--- config.mk ---
export PLATFORM = sky130hd
export DESIGN_NAME = ucc_state_fsm
export DESIGN_NICKNAME = d
export VERILOG_FILES = /design/src/rtl/ucc_state_fsm.sv
export SDC_FILE = /design/constraint.sdc
export NUM_CORES = 1
export LEC_CHECK = 0
export BUFFER_PORTS_ARGS = -buffer_cell sky130_fd_sc_hd__buf_2
export CORE_MARGIN = 2
export CORE_UTILIZATION = 49
export CTS_CLUSTER_DIAMETER = 60
export DETAILED_ROUTE_END_ITERATION = 6
export PLACE_DENSITY_LB_ADDON = 0.25
export SLEW_MARGIN = 10
export SYNTH_ARGS = -nofsm -noshare
export SYNTH_HDL_FRONTEND = slang
export SYNTH_SLANG_ARGS = --single-unit
--- constraint.sdc ---
create_clock -name clk -period 2.4 [get_ports clk]
set_input_delay 0.24 -clock clk [delete_from_list [all_inputs] [get_ports clk]]
set_output_delay 0.24 -clock clk [all_outputs]
set_load 0.005 [all_outputs]
--- src/rtl/ucc_state_fsm.sv ---
// rtl/ucc_state_fsm.sv - tracks entry, exit and interruption of the untrusted code compartment
// Feeds ucc_state/outside_ucc/inst_changed to the downstream stack protection monitor.
module ucc_state_fsm #(
  parameter logic [15:0] UCC_MIN       = 16'hE000,
  parameter logic [15:0] UCC_MAX       = 16'hE3FE,
  parameter logic [15:0] RESET_HANDLER = 16'h0000,
  parameter int unsigned IRQ_TIMEOUT   = 1024
) (
  input  logic        clk,
  input  logic        system_reset_n,
  input  logic [15:0] pc,
  input  logic        data_wr,
  input  logic        irq,
  input  logic        ext_violation,
  output logic [1:0]  ucc_state,
  output logic        outside_ucc,
  output logic        inst_changed,
  output logic [15:0] base_pc,
  output logic [2:0]  viol_cause
);

  localparam int unsigned CNT_W = $clog2(IRQ_TIMEOUT + 1);
  localparam logic [CNT_W-1:0] CNT_MAX  = CNT_W'(IRQ_TIMEOUT);
  localparam logic [CNT_W-1:0] CNT_LAST = CNT_W'(IRQ_TIMEOUT - 1);

  typedef enum logic [1:0] {
    ST_NOT = 2'b00,
    ST_IN  = 2'b01,
    ST_IRQ = 2'b10,
    ST_RST = 2'b11
  } state_t;

  state_t           state_q;
  logic [15:0]      prev_pc_q;
  logic [CNT_W-1:0] irq_cnt_q;
  logic [2:0]       viol_q;

  assign outside_ucc  = (pc < UCC_MIN) || (pc > UCC_MAX);
  assign inst_changed = (pc != prev_pc_q);
  assign ucc_state    = state_q;
  assign base_pc      = prev_pc_q;
  assign viol_cause   = viol_q;

  always_ff @(posedge clk or negedge system_reset_n) begin
    if (!system_reset_n) begin
      state_q   <= ST_RST;
      prev_pc_q <= RESET_HANDLER;
      irq_cnt_q <= '0;
      viol_q    <= 3'b000;
    end else begin
      prev_pc_q <= pc;
      if (ext_violation) begin
        state_q   <= ST_RST;
        viol_q    <= 3'b001;
        irq_cnt_q <= '0;
      end else begin
        case (state_q)
          ST_RST: begin
            if (pc == RESET_HANDLER && !data_wr) state_q <= ST_NOT;
          end
          ST_NOT: begin
            // Any landing inside the compartment other than its first word is a bad entry.
            if (!outside_ucc) begin
              if (pc == UCC_MIN) begin
                state_q <= ST_IN;
              end else begin
                state_q <= ST_RST;
                viol_q  <= 3'b010;
              end
            end
          end
          ST_IN: begin
            if (irq) begin
              state_q   <= ST_IRQ;
              irq_cnt_q <= '0;
            end else if (outside_ucc) begin
              if (prev_pc_q == UCC_MAX) begin
                state_q <= ST_NOT;
              end else begin
                state_q <= ST_RST;
                viol_q  <= 3'b011;
              end
            end
          end
          ST_IRQ: begin
            // A return may land anywhere in the compartment; nested irqs do not restart the count.
            if (!outside_ucc && inst_changed) begin
              state_q   <= ST_IN;
              irq_cnt_q <= '0;
            end else if (irq_cnt_q == CNT_LAST) begin
              state_q <= ST_RST;
              viol_q  <= 3'b100;
            end else if (irq_cnt_q != CNT_MAX) begin
              irq_cnt_q <= irq_cnt_q + 1'b1;
            end
          end
          default: state_q <= ST_RST;
        endcase
      end
    end
  end

endmodule

==> results of run 1 <==
## cell usage after synthesis, drive strengths merged
library cell,n
dfstp,2
dfrtp,30
nor3,4
o2bb2ai,1
and3,7
a211o,2
o21bai,1
or2,2
mux2i,1
inv,6
a211oi,3
nor4,12
xor2,17
o21a,2
nand3,5
nand4,4
nand4b,6
or3,3
o31ai,1
a21oi,3
o21ai,2
ha,2
nand2,10
a221o,5
buf,2
o211ai,1
nor2,10
a22o,2
mux2,1
a21o,1
nor3b,4
and3b,1
a311o,1
nor2b,3
## cell usage in the layout (no fill, tap or decap), types with 2 or more instances in the layout
| cell | n |
|---|---|
| nand3_1 | 4 |
| and3_2 | 4 |
| a22o_1 | 2 |
| o21ai_0 | 2 |
| dfstp_2 | 2 |
| nor2b_1 | 3 |
| nand4b_1 | 6 |
| o21a_1 | 2 |
| clkinvlp_4 | 2 |
| ha_1 | 2 |
| inv_1 | 5 |
| nor3_1 | 4 |
| nor3b_1 | 2 |
| nand2_1 | 10 |
| a21oi_1 | 2 |
| a221o_1 | 5 |
| nor3b_2 | 2 |
| clkbuf_4 | 5 |
| xor2_1 | 17 |
| a211o_1 | 2 |
| nand4_1 | 3 |
| nor4_1 | 10 |
| and3_1 | 3 |
| dfrtp_1 | 30 |
| nor2_1 | 10 |
| a211oi_1 | 2 |
| buf_2 | 43 |
## timing repair
action,in CTS,in global routing
hold buffers,1,0
hold endpoints to repair,30,0
gates resized for setup,0,0
setup buffers,0,0
## sequential cells by signal (all words and copies together) (netlist names)
name	flops
base_pc	16
viol_cause	3
ucc_state	2
irq_cnt_q	11
## kinds of logic (layout without fill, tap and decap cells)
| family | count (synthesis) | after routing | synth area share [%] |
|---|---|---|---|
| compound gates | 25 | 25 | 13.1 |
| mux | 2 | 2 | 1.23 |
| flops | 32 | 32 | 46.6 |
| xor+xnor | 17 | 17 | 8.63 |
| simple gates | 71 | 71 | 26.8 |
| buf+inv | 8 | 59 | 2.25 |
| fa+ha+maj | 2 | 2 | 1.45 |
## area by class of cell
type | instances | area (um^2) | area share (%)
tap | 46 | 57.6 | 2.79
clock buffer | 5 | 37.5 | 1.82
multi-input combinational | 117 | 883 | 42.9
inverter | 6 | 22.5 | 1.09
clock inverter | 3 | 23.8 | 1.15
timing repair buffer | 45 | 233 | 11.3
sequential | 32 | 803 | 39.0
## worst max-delay path by stage
stage / start / endpoint / slack [ns]
4_1_cts: base_pc[3]$_DFF_PN0_ / irq_cnt_q[1]$_DFFE_PN0P_ / 0.19
3_5_place_dp: base_pc[3]$_DFF_PN0_ / irq_cnt_q[1]$_DFFE_PN0P_ / 0.21
2_1_floorplan: irq_cnt_q[0]$_DFFE_PN0P_ / irq_cnt_q[8]$_DFFE_PN0P_ / 0.48
3_3_place_gp: base_pc[3]$_DFF_PN0_ / irq_cnt_q[1]$_DFFE_PN0P_ / 0.29
6_report: base_pc[3]$_DFF_PN0_ / irq_cnt_q[1]$_DFFE_PN0P_ / 0.19
5_1_grt: base_pc[3]$_DFF_PN0_ / irq_cnt_q[3]$_DFFE_PN0P_ / 0.06
## critical path: cells and delay by family, from the launching register on
kind | cells | cell delay, ns
xor+xnor | 1 | 0.17
mux | 1 | 0.23
flops | 1 | 0.42
compound gates | 2 | 0.60
simple gates | 2 | 0.72
## through the flow
step,instance area (um^2),worst slack [ns]
after global placement,1990,0.289
after global routing,2060,0.0647
after detailed placement,1990,0.210
final,2060,0.187
after CTS,2060,0.185
after floorplan,1730,0.482
## power by group through the flow
stage                     combinational [uW]  sequential, uW  clock, uW
after detailed placement                96.1             576          0
final                                   96.7             566        319
after floorplan                         33.0             576          0
after CTS                               97.8             566        329
after global routing                     108             568        354
after global placement                  93.6             576          0
## routing by layer
layer  global-route usage [%]  vias up  routed length (um)
met3                     6.25        5                 231
li1                         -      687                   -
met4                     6.25        0                  30
met2                     33.8       40                1900
met5                        0        -                   0
met1                     28.0      693                1740
==> run summary, run 1 <==
outcome: complete, no violations
Gate power share: 9.9%
Tot Pwr: 981 uW
total global-route track usage: 21.2%
Clk Latency, worst-skew pair: 0.34 ns
Final Max Slew Viols: 0
I/O Buffers: 43
Sw Pwr: 273 uW
vias in the first global route: 1390
crit path launch type: flip-flop
Reg2Reg Depth: 6
Max-Cap Viols: 0
ANT nets after route: 0
clock-pin slew on the worst setup and hold paths: 0.11 ns
Internal: 708 uW
total number of vias: 1425
H-tree levels: 2
Syn Nets: 180
Fin. Hold Viols: 0
Fin Clk Skew: 0.0138 ns
synth-to-layout area growth: 19.4%
Via density: 5.61
Crit Path Category: flip-flop to flip-flop
syn_area_per_cell: 11.0 um^2
sequential area share after synthesis: 46.6%
average routed wire per standard cell: 15.4 um
Worst-Margin Slew: 0.701 ns
antenna violations before repair: 0
DRC: 0
CTS Buf Count: 5
Setup TNS Final: 0 ns
row count: 21
final-layout fill cell count: 307
Leakage: 0.000925 uW
Fmax achieved: 0.452 GHz
Non-Filler Instances: 254
Min Clock Period, post-route: 2.21 ns
fraction of layout cells with a size suffix above 1: 35.1%
Synth warnings: 0
effective utilization at floorplan: 51.3%
#FFs+latches synth: 32
CTS tree: yes
DIE AREA: 0.00401 mm^2
WP data arrival: 2.49 ns
Critical Path End Type: flip-flop
Mapped Cells: 157
CTS Buffer Depth: 2
dpl hpwl: 2980 um
chip height: 63.3 um
grt ovf: 0
drt first-iter violations: 122
Hold Worst Slack: 0.0484 ns
VDD IR max: 0.346 mV
worst path required time: 2.67 ns
largest area contributor in the netlist: dfrtp_1
Slew HR: 53.2%
Hold Path Stages: 1
CP max stage cell: nor4_1
period utilization: 92.2%
final setup fails: 0
worst hold path type: input port to flip-flop
Nets: 230
R2R setup slack: 0.19 ns
critical path's largest stage delay: 0.45 ns
pwr dens: 476 mW/mm^2
I/O pin cnt: 44
clock share of power: 32.5%
largest net degree at the start of global routing: 33
die width: 63.3 um
Final GP Congestion: 0.819
CP max FO: 11
share of the synthesized area in the top cell type: 43.5%
worst path cell trace: xor2_1 > nor4_1 > nand4_2 > a21oi_2 > a21o_1 > mux2i_1
first-pass GRT wire length: 6580 um
RR Startpoint: base_pc[3]$_DFF_PN0_
fin util: 61.3%
Hold Path Sink: base_pc[6]$_DFF_PN0_
Unique masters post-synth: 47
CTS sink count: 32
part of the power in registers: 57.7%
Netlist Area Pre-Place: 0.00173 mm^2
top post-synthesis cells by area: dfrtp_1, xor2_1, nor4_1, dfstp_2, nand4b_1
switch share: 27.8%
r2r endpoint: irq_cnt_q[1]$_DFFE_PN0P_
Detailed Routing Iterations Pass 1: 5
worst hold path startpoint: pc[6]
Core Region: 0.00336 mm^2
unrepaired setup endpoints after global routing: no
Root Driver: clkbuf_4
number of antenna diodes: 0
# placed instances: 245
overall routed net length: 3910 um
(Power assumes the default switching activity.)
==> inputs of run 2 (changes only) <==
- CORE_MARGIN: 2 -> 8
- PLACE_DENSITY: default -> 0.84
- PLACE_DENSITY_LB_ADDON: 0.25 -> default
==> run 2 against run 1 <==
  * Via count grew 1.5%
  * Cell count down 0.39%
  * Highest routed layer unchanged
  * First-iteration DRC count fell by 16%
  * Register-to-register slack gained 0.06 ns
  * Cell area grew 0.18%
  * Core utilization increased by 0.11 points
  * Die area up 41%
  * Power rose by 2.8%
  * Global-route usage shrank 4.6 points
  * Non-clock buffer count unchanged
  * Clock power is 7.8% higher
==> run summary, run 2 (same netlist as run 1, synthesis figures left out) <==
Final Max Slew Viols: 0 (unchanged)
unrepaired setup endpoints after global routing: no
drt first-iter violations: 102 (-16%)
Slew HR: 47.9% (-5.3 points)
crit path launch type: flip-flop
Root Driver: clkbuf_4
Crit Path Category: flip-flop to flip-flop
chip height: 75.3 um (+19%)
total number of vias: 1446 (+1.5%)
overall routed net length: 4260 um (+9.1%)
Final GP Congestion: 0.939 (+15%)
most frequent cells in the layout: buf_2, dfrtp_1, xor2_1
H-tree levels: 2 (unchanged)
average routed wire per standard cell: 16.8 um (+9.5%)
Clk Latency, worst-skew pair: 0.33 ns (about the same)
CTS Buf Count: 5 (unchanged)
ANT nets after route: 0 (unchanged)
clock-pin slew on the worst setup and hold paths: 0.10 ns (about the same)
Via density: 5.72 (+1.9%)
Fmax achieved: 0.465 GHz (+2.9%)
DIE AREA: 0.00568 mm^2 (+41%)
CTS Buffer Depth: 2 (unchanged)
final-layout fill cell count: 295 (-3.9%)
Min Clock Period, post-route: 2.15 ns (-0.0622 ns)
worst path required time: 2.65 ns (-0.02 ns)
cells resized by post-CTS repair: 0 (unchanged)
DRC: 0 (unchanged)
Largest register FFs: 16 (unchanged)
CP max FO: 11 (unchanged)
fraction of layout cells with a size suffix above 1: 34.8% (-0.31 points)
Setup WS pre-CTS: 0.245 ns (+0.0355 ns)
worst hold path type: input port to flip-flop
Core Region: 0.00336 mm^2 (unchanged)
CTS tree: yes
VDD IR max: 0.370 mV (+6.9%)
die width: 75.3 um (+19%)
WP data arrival: 2.40 ns (-0.09 ns)
effective utilization at floorplan: 51.3% (unchanged)
total global-route track usage: 16.6% (-4.6 points)
antenna violations before repair: 0 (unchanged)
Leakage: 0.000935 uW (+1.1%)
most common cell after layout, fill and taps aside: buf_2
Reg2Reg Depth: 6 (unchanged)
I/O pin cnt: 44 (unchanged)
Fin. Hold Viols: 0 (unchanged)
synth-to-layout area growth: 19.7%
number of antenna diodes: 0 (unchanged)
Nets: 230 (unchanged)
Setup TNS Final: 0 ns (unchanged)
grt ovf: 0 (unchanged)
Max-Cap Viols: 0 (unchanged)
period utilization: 89.6% (-2.6 points)
Hold Path Stages: 1 (unchanged)
worst setup margin: 0.250 ns (+0.0622 ns)
I/O Buffers: 43 (unchanged)
Detailed Routing Iterations Pass 1: 4 (-1)
final setup fails: 0 (unchanged)
row count: 21 (unchanged)
Critical Path End Type: flip-flop
pwr dens: 488 mW/mm^2 (+2.6%)
vias in the first global route: 1497 (+7.7%)
Hold Worst Slack: 0.0574 ns (+0.00904 ns)
Fin Clk Skew: 0.0125 ns (-0.00135 ns)
Worst-Margin Slew: 0.774 ns (+0.0729 ns)
outcome: complete, no violations
CTS sink count: 32 (unchanged)
Tot Pwr: 1010 uW (+2.8%)
largest net degree at the start of global routing: 33 (unchanged)
dpl hpwl: 3180 um (+6.9%)
first-pass GRT wire length: 7100 um (+8.0%)
[run 2: changes by cell type in the layout (fill, tap and decap cells not counted), sizes merged]
cell | before | now
clkbuf | 5 | 7
clkinv | 1 | 0
clkinvlp | 2 | 0
[run 2: layout make-up]
type                            instances  area, um^2  share of cell area [%]
Clock buffer                            7        65.1                    3.15
Timing Repair Buffer                   45         233                    11.3
Inverter                                6        22.5                    1.09
Tap cell                               46        57.6                    2.79
Sequential cell                        32         803                    38.9
Multi-Input combinational cell        117         883                    42.8
[run 2: what timing repair did]
action | in CTS | in global routing
endpoints found under the hold margin | 30 | 0
hold buffers | 1 | 0
endpoints found under the setup margin | 0 | 0
setup buffers | 0 | 0
[run 2: metrics by stage]
stage	cells	area (um^2)	util (%)
global route	253	2060	61.4
floorplan	157	1730	-
global placement	245	1990	59.2
detailed placement	245	1990	59.2
CTS	253	2060	61.4
finish	253	2060	61.4
[run 2: critical path, stage by stage, from the launching register on]
cell and delay, ns:
dfrtp_1 0.42, xor2_1 0.17, nor4_1 0.42, nand4_2 0.26
a21oi_2 0.23, a21o_1 0.36, mux2i_1 0.23
[run 2: where the power goes]
group	internal (uW)	switching, uW	total [uW]
clock	166	178	344
sequential	553	14.2	567
combinational	40.0	57.3	97.3
[run 2: worst paths after layout]
kind	startpoint	end	slack [ns]
max in group asynchronous	system_reset_n	viol_cause[0]$_DFFE_PN0P_	1.45
min reg2reg	irq_cnt_q[10]$_DFFE_PN0P_	irq_cnt_q[10]$_DFFE_PN0P_	0.53
max	base_pc[3]$_DFF_PN0_	irq_cnt_q[1]$_DFFE_PN0P_	0.25
min	pc[13]	base_pc[13]$_DFF_PN0_	0.06
min in group asynchronous	system_reset_n	base_pc[11]$_DFF_PN0_	0.49
max reg2reg	base_pc[3]$_DFF_PN0_	irq_cnt_q[1]$_DFFE_PN0P_	0.25
[run 2: layer usage]
metal	GRT usage [%]	routed length, um
met3	5.79	318
met2	27.8	2140
met4	6.18	54
met1	18.9	1750
met5	0	0
